File: src/rtl/muldiv_ctrl.sv
// RV32M multiply/divide sequencer: shift-add multiplier and restoring divider
// iterated over D_WIDTH cycles, stalling the pipeline until the result is presented.
module muldiv_ctrl #(
  parameter int unsigned D_WIDTH = 32
) (
  input  logic               clk,
  input  logic               rst_n,
  input  logic               req,
  input  logic [2:0]         funct3,
  input  logic [D_WIDTH-1:0] op_a,
  input  logic [D_WIDTH-1:0] op_b,
  input  logic               flush,
  output logic               stall,
  output logic               done,
  output logic [D_WIDTH-1:0] result
);

  localparam int unsigned CNT_W = $clog2(D_WIDTH);
  localparam int unsigned P_W   = 2 * D_WIDTH;
  localparam logic [D_WIDTH-1:0] MIN_INT = {1'b1, {(D_WIDTH-1){1'b0}}};

  typedef enum logic [1:0] {
    ST_IDLE,
    ST_BUSY,
    ST_DONE
  } state_e;

  state_e             state_q, state_d;
  logic [CNT_W-1:0]   cnt_q, cnt_d;
  logic [2:0]         f3_q, f3_d;
  logic               sa_q, sa_d;
  logic               sb_q, sb_d;
  logic [D_WIDTH-1:0] acc_q, acc_d;
  logic [D_WIDTH-1:0] lo_q, lo_d;
  logic [D_WIDTH-1:0] opnd_q, opnd_d;
  logic               done_q, done_d;
  logic [D_WIDTH-1:0] result_q, result_d;

  // Operand decode at acceptance: sign flags, magnitudes and early-out divides
  logic               in_div, in_neg_a, in_neg_b, in_div_zero, in_div_ovf;
  logic [D_WIDTH-1:0] in_mag_a, in_mag_b, in_special;

  always_comb begin
    in_div      = funct3[2];
    in_neg_a    = (funct3 inside {3'd1, 3'd2, 3'd4, 3'd6}) && op_a[D_WIDTH-1];
    in_neg_b    = (funct3 inside {3'd1, 3'd4, 3'd6}) && op_b[D_WIDTH-1];
    in_mag_a    = in_neg_a ? -op_a : op_a;
    in_mag_b    = in_neg_b ? -op_b : op_b;
    in_div_zero = (op_b == '0);
    in_div_ovf  = !funct3[0] && (op_a == MIN_INT) && (op_b == '1);
    in_special  = '0;
    if (in_div_zero) begin
      in_special = funct3[1] ? op_a : '1;
    end else if (in_div_ovf) begin
      in_special = funct3[1] ? '0 : MIN_INT;
    end
  end

  // One iteration of the selected algorithm plus sign fix-up of its outcome
  logic [D_WIDTH:0]   mul_sum, div_rem_sh, div_diff;
  logic [D_WIDTH-1:0] acc_it, lo_it, quo_fix, rem_fix, final_res;
  logic [P_W-1:0]     prod, prod_fix;

  always_comb begin
    mul_sum    = {1'b0, acc_q} + (lo_q[0] ? {1'b0, opnd_q} : '0);
    div_rem_sh = {acc_q, lo_q[D_WIDTH-1]};
    div_diff   = div_rem_sh - {1'b0, opnd_q};
    if (f3_q[2]) begin
      acc_it = div_diff[D_WIDTH] ? div_rem_sh[D_WIDTH-1:0] : div_diff[D_WIDTH-1:0];
      lo_it  = {lo_q[D_WIDTH-2:0], ~div_diff[D_WIDTH]};
    end else begin
      acc_it = mul_sum[D_WIDTH:1];
      lo_it  = {mul_sum[0], lo_q[D_WIDTH-1:1]};
    end
    prod     = {acc_it, lo_it};
    prod_fix = (sa_q ^ sb_q) ? -prod : prod;
    quo_fix  = (sa_q ^ sb_q) ? -lo_it : lo_it;
    rem_fix  = sa_q ? -acc_it : acc_it;
    if (f3_q[2]) begin
      final_res = f3_q[1] ? rem_fix : quo_fix;
    end else begin
      final_res = (f3_q[1:0] == 2'd0) ? prod_fix[D_WIDTH-1:0] : prod_fix[P_W-1:D_WIDTH];
    end
  end

  assign stall  = rst_n & (((state_q == ST_IDLE) & req & ~flush) | (state_q == ST_BUSY));
  assign done   = done_q;
  assign result = result_q;

  always_comb begin
    state_d  = state_q;
    cnt_d    = cnt_q;
    f3_d     = f3_q;
    sa_d     = sa_q;
    sb_d     = sb_q;
    acc_d    = acc_q;
    lo_d     = lo_q;
    opnd_d   = opnd_q;
    done_d   = 1'b0;
    result_d = '0;
    unique case (state_q)
      ST_IDLE: begin
        if (req && !flush) begin
          f3_d   = funct3;
          sa_d   = in_neg_a;
          sb_d   = in_neg_b;
          acc_d  = '0;
          opnd_d = in_div ? in_mag_b : in_mag_a;
          lo_d   = in_div ? in_mag_a : in_mag_b;
          if (in_div && (in_div_zero || in_div_ovf)) begin
            state_d  = ST_DONE;
            done_d   = 1'b1;
            result_d = in_special;
          end else begin
            cnt_d   = CNT_W'(D_WIDTH - 1);
            state_d = ST_BUSY;
          end
        end
      end
      ST_BUSY: begin
        if (flush) begin
          state_d = ST_IDLE;
        end else begin
          acc_d = acc_it;
          lo_d  = lo_it;
          if (cnt_q == '0) begin
            state_d  = ST_DONE;
            done_d   = 1'b1;
            result_d = final_res;
          end else begin
            cnt_d = cnt_q - CNT_W'(1);
          end
        end
      end
      ST_DONE: state_d = ST_IDLE;
      default: state_d = ST_IDLE;
    endcase
  end

  always_ff @(posedge clk or negedge rst_n) begin
    if (!rst_n) begin
      state_q  <= ST_IDLE;
      cnt_q    <= '0;
      f3_q     <= '0;
      sa_q     <= 1'b0;
      sb_q     <= 1'b0;
      acc_q    <= '0;
      lo_q     <= '0;
      opnd_q   <= '0;
      done_q   <= 1'b0;
      result_q <= '0;
    end else begin
      state_q  <= state_d;
      cnt_q    <= cnt_d;
      f3_q     <= f3_d;
      sa_q     <= sa_d;
      sb_q     <= sb_d;
      acc_q    <= acc_d;
      lo_q     <= lo_d;
      opnd_q   <= opnd_d;
      done_q   <= done_d;
      result_q <= result_d;
    end
  end

endmodule

File: config.mk
export PLATFORM = sky130hd
export DESIGN_NAME = muldiv_ctrl
export DESIGN_NICKNAME = d
export VERILOG_FILES = /design/src/rtl/muldiv_ctrl.sv
export SDC_FILE = /design/constraint.sdc
export NUM_CORES = 1
export LEC_CHECK = 0
export ABC_CLOCK_PERIOD_IN_PS = 14850
export CAP_MARGIN = 0
export CORE_ASPECT_RATIO = 0.5
export CORE_UTILIZATION = 55
export CTS_CLUSTER_SIZE = 30
export DETAILED_ROUTE_END_ITERATION = 16
export PLACE_DENSITY = 0.72
export SLEW_MARGIN = 20
export SYNTH_ARGS = -nofsm -noshare
export SYNTH_HDL_FRONTEND = slang
export SYNTH_SLANG_ARGS = --single-unit
File: constraint.sdc
create_clock -name clk -period 14.85 [get_ports clk]
set_clock_uncertainty 0.15 [all_clocks]
set_input_delay 3.7125 -clock clk [delete_from_list [all_inputs] [get_ports clk]]
set_output_delay 3.7125 -clock clk [all_outputs]
set_load 0.03 [all_outputs]
Yosys cells after proc, flatten, opt, wreduce, memory -nomap -nowiden:

Index checks and enable logic that the tools add are counted.

* add/sub/neg operators: 8
* equality and inequality tests: 12
* muxes and demuxes: 44
* bitwise operators: 7
* reduce and logical (&&, ||, !) cells: 20

Operators with widths (count)
* two-way mux 32 bit: 25
* case mux 32 bit (2 select lines): 3
* negation 32 bit: 4
* equality test 32 bit (second input constant): 2
* two-way mux 64 bit: 1
* negation 64 bit: 1
* adder 32 x 32 -> 33 bit: 1
* subtractor 33 x 32 -> 33 bit: 1
* zero test 32 bit: 1
* two-way mux 5 bit: 4
* case mux 5 bit (2 select lines): 1
* two-way mux 2 bit: 4
* equality test 3 bit (second input constant): 2
* logical AND 1 bit: 6
* != test 2 bit (second input constant): 3
* zero test 5 bit: 1
* AND reduction 5 bit: 1
* subtractor 5 x 1 -> 5 bit (second input constant): 1
* zero test 2 bit: 2
* two-way mux 1 bit: 4
* case mux 2 bit (2 select lines): 1
* AND reduction 2 bit: 2
* nonzero test 4 bit: 1
* bitwise AND 1 bit: 3
* other kinds (14): 16

* register bits after elaboration: 141
* input bits: 71
* output and inout bits: 34
* word-level logic and storage cells: 101

Longest topological paths before layout:

* depth after elaboration: 10
* depth in mapped cells: 25
* gate-level depth less buffers: 22

Worst setup path before layout:

No wires, ideal clock.

* kind: input -> output
* from: in flush
* to: out stall
* arrival time: 5185 ps
* data required time: 10988 ps
* path slack: 5803 ps
* stages: 3
* path buffers: 1
* cells stage by stage: nor4b_1 -> clkbuf_1 -> o21a_1

* word-level cells in the longest chain between the ends: 4

Ends and longest elaborated chain
* from (decl): line 12 `input logic flush,`
* inverter 1 bit: line 86 `assign stall = rst_n & (((state_q == ST_IDLE) & req & ~flush) | (state_q == ST_BUSY));`
* bitwise AND 1 bit: line 86
* bitwise OR 1 bit: line 86
* bitwise AND 1 bit: line 86
* to (decl): line 13 `output logic stall,`

Every way passes these cells.

Worst setup path in the final report:

Same ends and word-level chain as after synthesis.

==> flow_summary.toml <==
[die]
die_h_um = 121
die_width_um = 241
start_util_pct = 56.2
rows = 43
io_pins = 105
dieArea_sq_um = 29200
coreArea_sq_um = 27900

[worst_hold_path]
hp-class = "flip-flop to flip-flop"

[yosys]
synth_top_family_by_area = "compound AO/OA/AOI/OAI gates"
async_flop_share_pct = 100
synth_compound_area_share_pct = 27.6
syn_inst = 2137
synth-xor-area-share_pct = 10.8
synthAdderAreaFrac_pct = 5.84
ys.flop_type = "dfrtp_1"
synth-seq-cells = 141
synth_simple_gate_area_share_pct = 22.9
syn_area_sq_um = 15700
syn_avg_cell_area_sq_um = 7.34
synth_edf_count = 0
synth_mux_area_share_pct = 4.92
synth_warnings = 0
ys_types = 97
ys_seq_area_share_pct = 22.5
synthesis.nets = 2280

[job]
maxCapViolCount = 0

[timing]
finalMaxSlewViolations = 0
finalHoldViolations = 0
tns_ps = 0
max_slew_margin_pct = 18.8
rsz0062_at_grt = "no"
whs_ps = 386
setup_viol = 0
fin_crit_sh_pct = 64.4
worst_slew_pin_slew_ps = 1210
fmax_mhz = 105
fin_ws_ps = 5280
final.min_clock_period_ps = 9570

[layout]
nFillCells = 2620
final_util_pct = 62.7
regArea_sq_um = 3530
insertedDiodeCount = 0
nets = 2304
area_delta_synth_final_pct = 11.4
multi_input_area_sq_um = 11300
stdcell_area_sq_um = 17500
fin_cells = 2552
drive_above_1_share_pct = 5.53

[run_status]
outcome = "completed"

[critical_path]
path_max_fanout = 28
end_kind = "output pin"
worstPathRequired_ps = 10990
critical_path_class = "input port to output pin"
arrival_ps = 5700
cp-start-kind = "input port"

[route]
dr.pass1.iters = 6
wl_per_cell_um = 23.0
vias_per_cell = 6.53
drc_errors = 0
routed_wl_um = 58600
dr.first_iter.drc_count = 2053
ant_nets = 0
vias = 16664

[global_route]
globalRouteTotalUtil_pct = 40.4
grt_pass1_wl_um = 88100
grt_pass1_vias = 14850
gr-total-overflow = 0
grt_max_degree = 103
grt_antenna_before_repair = 2

[power]
ir_worst_vdd_uv = 117
p_per_area_nw_per_um2 = 208
power_mw = 3.64
power.leakage_nw = 7.17

[place]
dpl_cell_area_sq_um = 16900
pre_cts_ws_ps = 5320
dp.cells = 2524
gp_congestion = 1.02
portBuffers = 104
dpl.hpwl_um = 44600

[clock_tree]
cts_made_buffers = 17
ctsHtreeMaxLevel = 4
clkTransAtPathRegs_ps = 60
cts_setup_buffers = 0
cts_tree = "built"
cts_resized = 0
holdBufCountCts = 0
clk_latency_ps = 450
cts_root_buf = "clkbuf_16"
cts_sinks = 141
cts_buffer_depth = 2
[area by class of cell]
class                           count  area share (%)
Clock buffer                       22            2.83
Clock inverter                      6           0.358
Inverter                           77            1.65
Multi-Input combinational cell   1790            65.0
Sequential cell                   141            20.2
Tap cell                          382            2.74
Timing Repair Buffer              134            7.23
[sequential cells by signal (all words and copies together), names as in the netlist]
signal	cells
lo_q	32
sa_q	1
sb_q	1
cnt_q	5
opnd_q	32
state_q	2
f3_q	3
acc_q	32
done	1
result	32
[layer usage]
| layer | global-route usage [%] | vias to the layer above | routed length [um] |
|---|---|---|---|
| met2 | 52.3 | 1008 | 21900 |
| met3 | 19.9 | 111 | 9810 |
| met1 | 58.0 | 7786 | 25500 |
| met5 | 3.57 | - | 139 |
| li1 | - | 7755 | - |
| met4 | 9.81 | 4 | 1220 |
[synth_stat cells (11+ instances only)]
cell,count,area (sq um)
o21ai_0,204,1020
o22ai_1,11,68.8
or4_1,13,97.6
a211oi_1,15,113
dfrtp_1,141,3530
buf_2,19,95.1
o211ai_1,30,225
a21oi_1,212,1060
nor4_1,19,119
and2_1,48,300
nor2b_1,21,131
ha_1,70,876
nand2_1,245,920
o21ai_1,13,65.1
mux2i_1,58,581
and3_1,12,75.1
o31ai_1,24,180
xnor2_1,115,1010
nand3_1,40,200
nor2_1,201,754
mux2_2,15,169
a22o_1,22,193
buf_1,18,67.6
a21o_1,22,165
o21a_1,11,82.6
inv_1,77,289
or3_1,22,138
a31oi_1,32,200
nand4_1,28,175
nor3_1,47,235
xor2_1,74,648
clkbuf_1,86,323
nand2b_1,18,113
[cell families after synthesis]
group,count (synthesis)
compound gates,701
xor+xnor,191
fa+ha+maj,72
buf+inv,206
flops,141
mux,74
simple gates,752
[worst max-delay path: stages]
cell and delay, ps:
clkdlybuf4s50_1 470, nor4b_2 240, buf_4 430, o21a_1 170
clkdlybuf4s50_1 660
[layout by cell type (no fill, tap or decap), types with 30 or more instances in the layout]
| master | instances |
|---|---|
| xnor2_1 | 114 |
| o21ai_0 | 204 |
| dfrtp_1 | 140 |
| o211ai_1 | 30 |
| clkdlybuf4s50_1 | 102 |
| ha_1 | 70 |
| a21oi_1 | 212 |
| buf_4 | 30 |
| mux2i_1 | 58 |
| nor2_1 | 200 |
| nand3_1 | 40 |
| inv_1 | 77 |
| xor2_1 | 73 |
| a31oi_1 | 32 |
| nand2_1 | 244 |
| and2_1 | 48 |
| nor3_1 | 47 |
[power by group]
part | internal, mW | total, mW | switching [mW]
clock network | 0.248 | 0.423 | 0.175
registers | 0.475 | 0.623 | 0.148
logic | 0.929 | 2.59 | 1.66
[path summary, 6_finish.rpt]
path	cells after the start	slack, ps	endpoint	from
min in group asynchronous	1	3020	opnd_q[29]$_DFFE_PN0P_	rst_n
worst max register to register	23	7930	result[30]$_DFF_PN0_	lo_q[31]$_DFFE_PN0P_
worst min register to register	2	390	cnt_q[3]$_DFFE_PN0P_	cnt_q[3]$_DFFE_PN0P_
max in group asynchronous	2	10350	f3_q[2]$_DFFE_PN0P_	rst_n
worst max-delay path	5	5280	stall	flush
worst min-delay path	2	390	cnt_q[3]$_DFFE_PN0P_	cnt_q[3]$_DFFE_PN0P_
(Power assumes the default switching activity.)
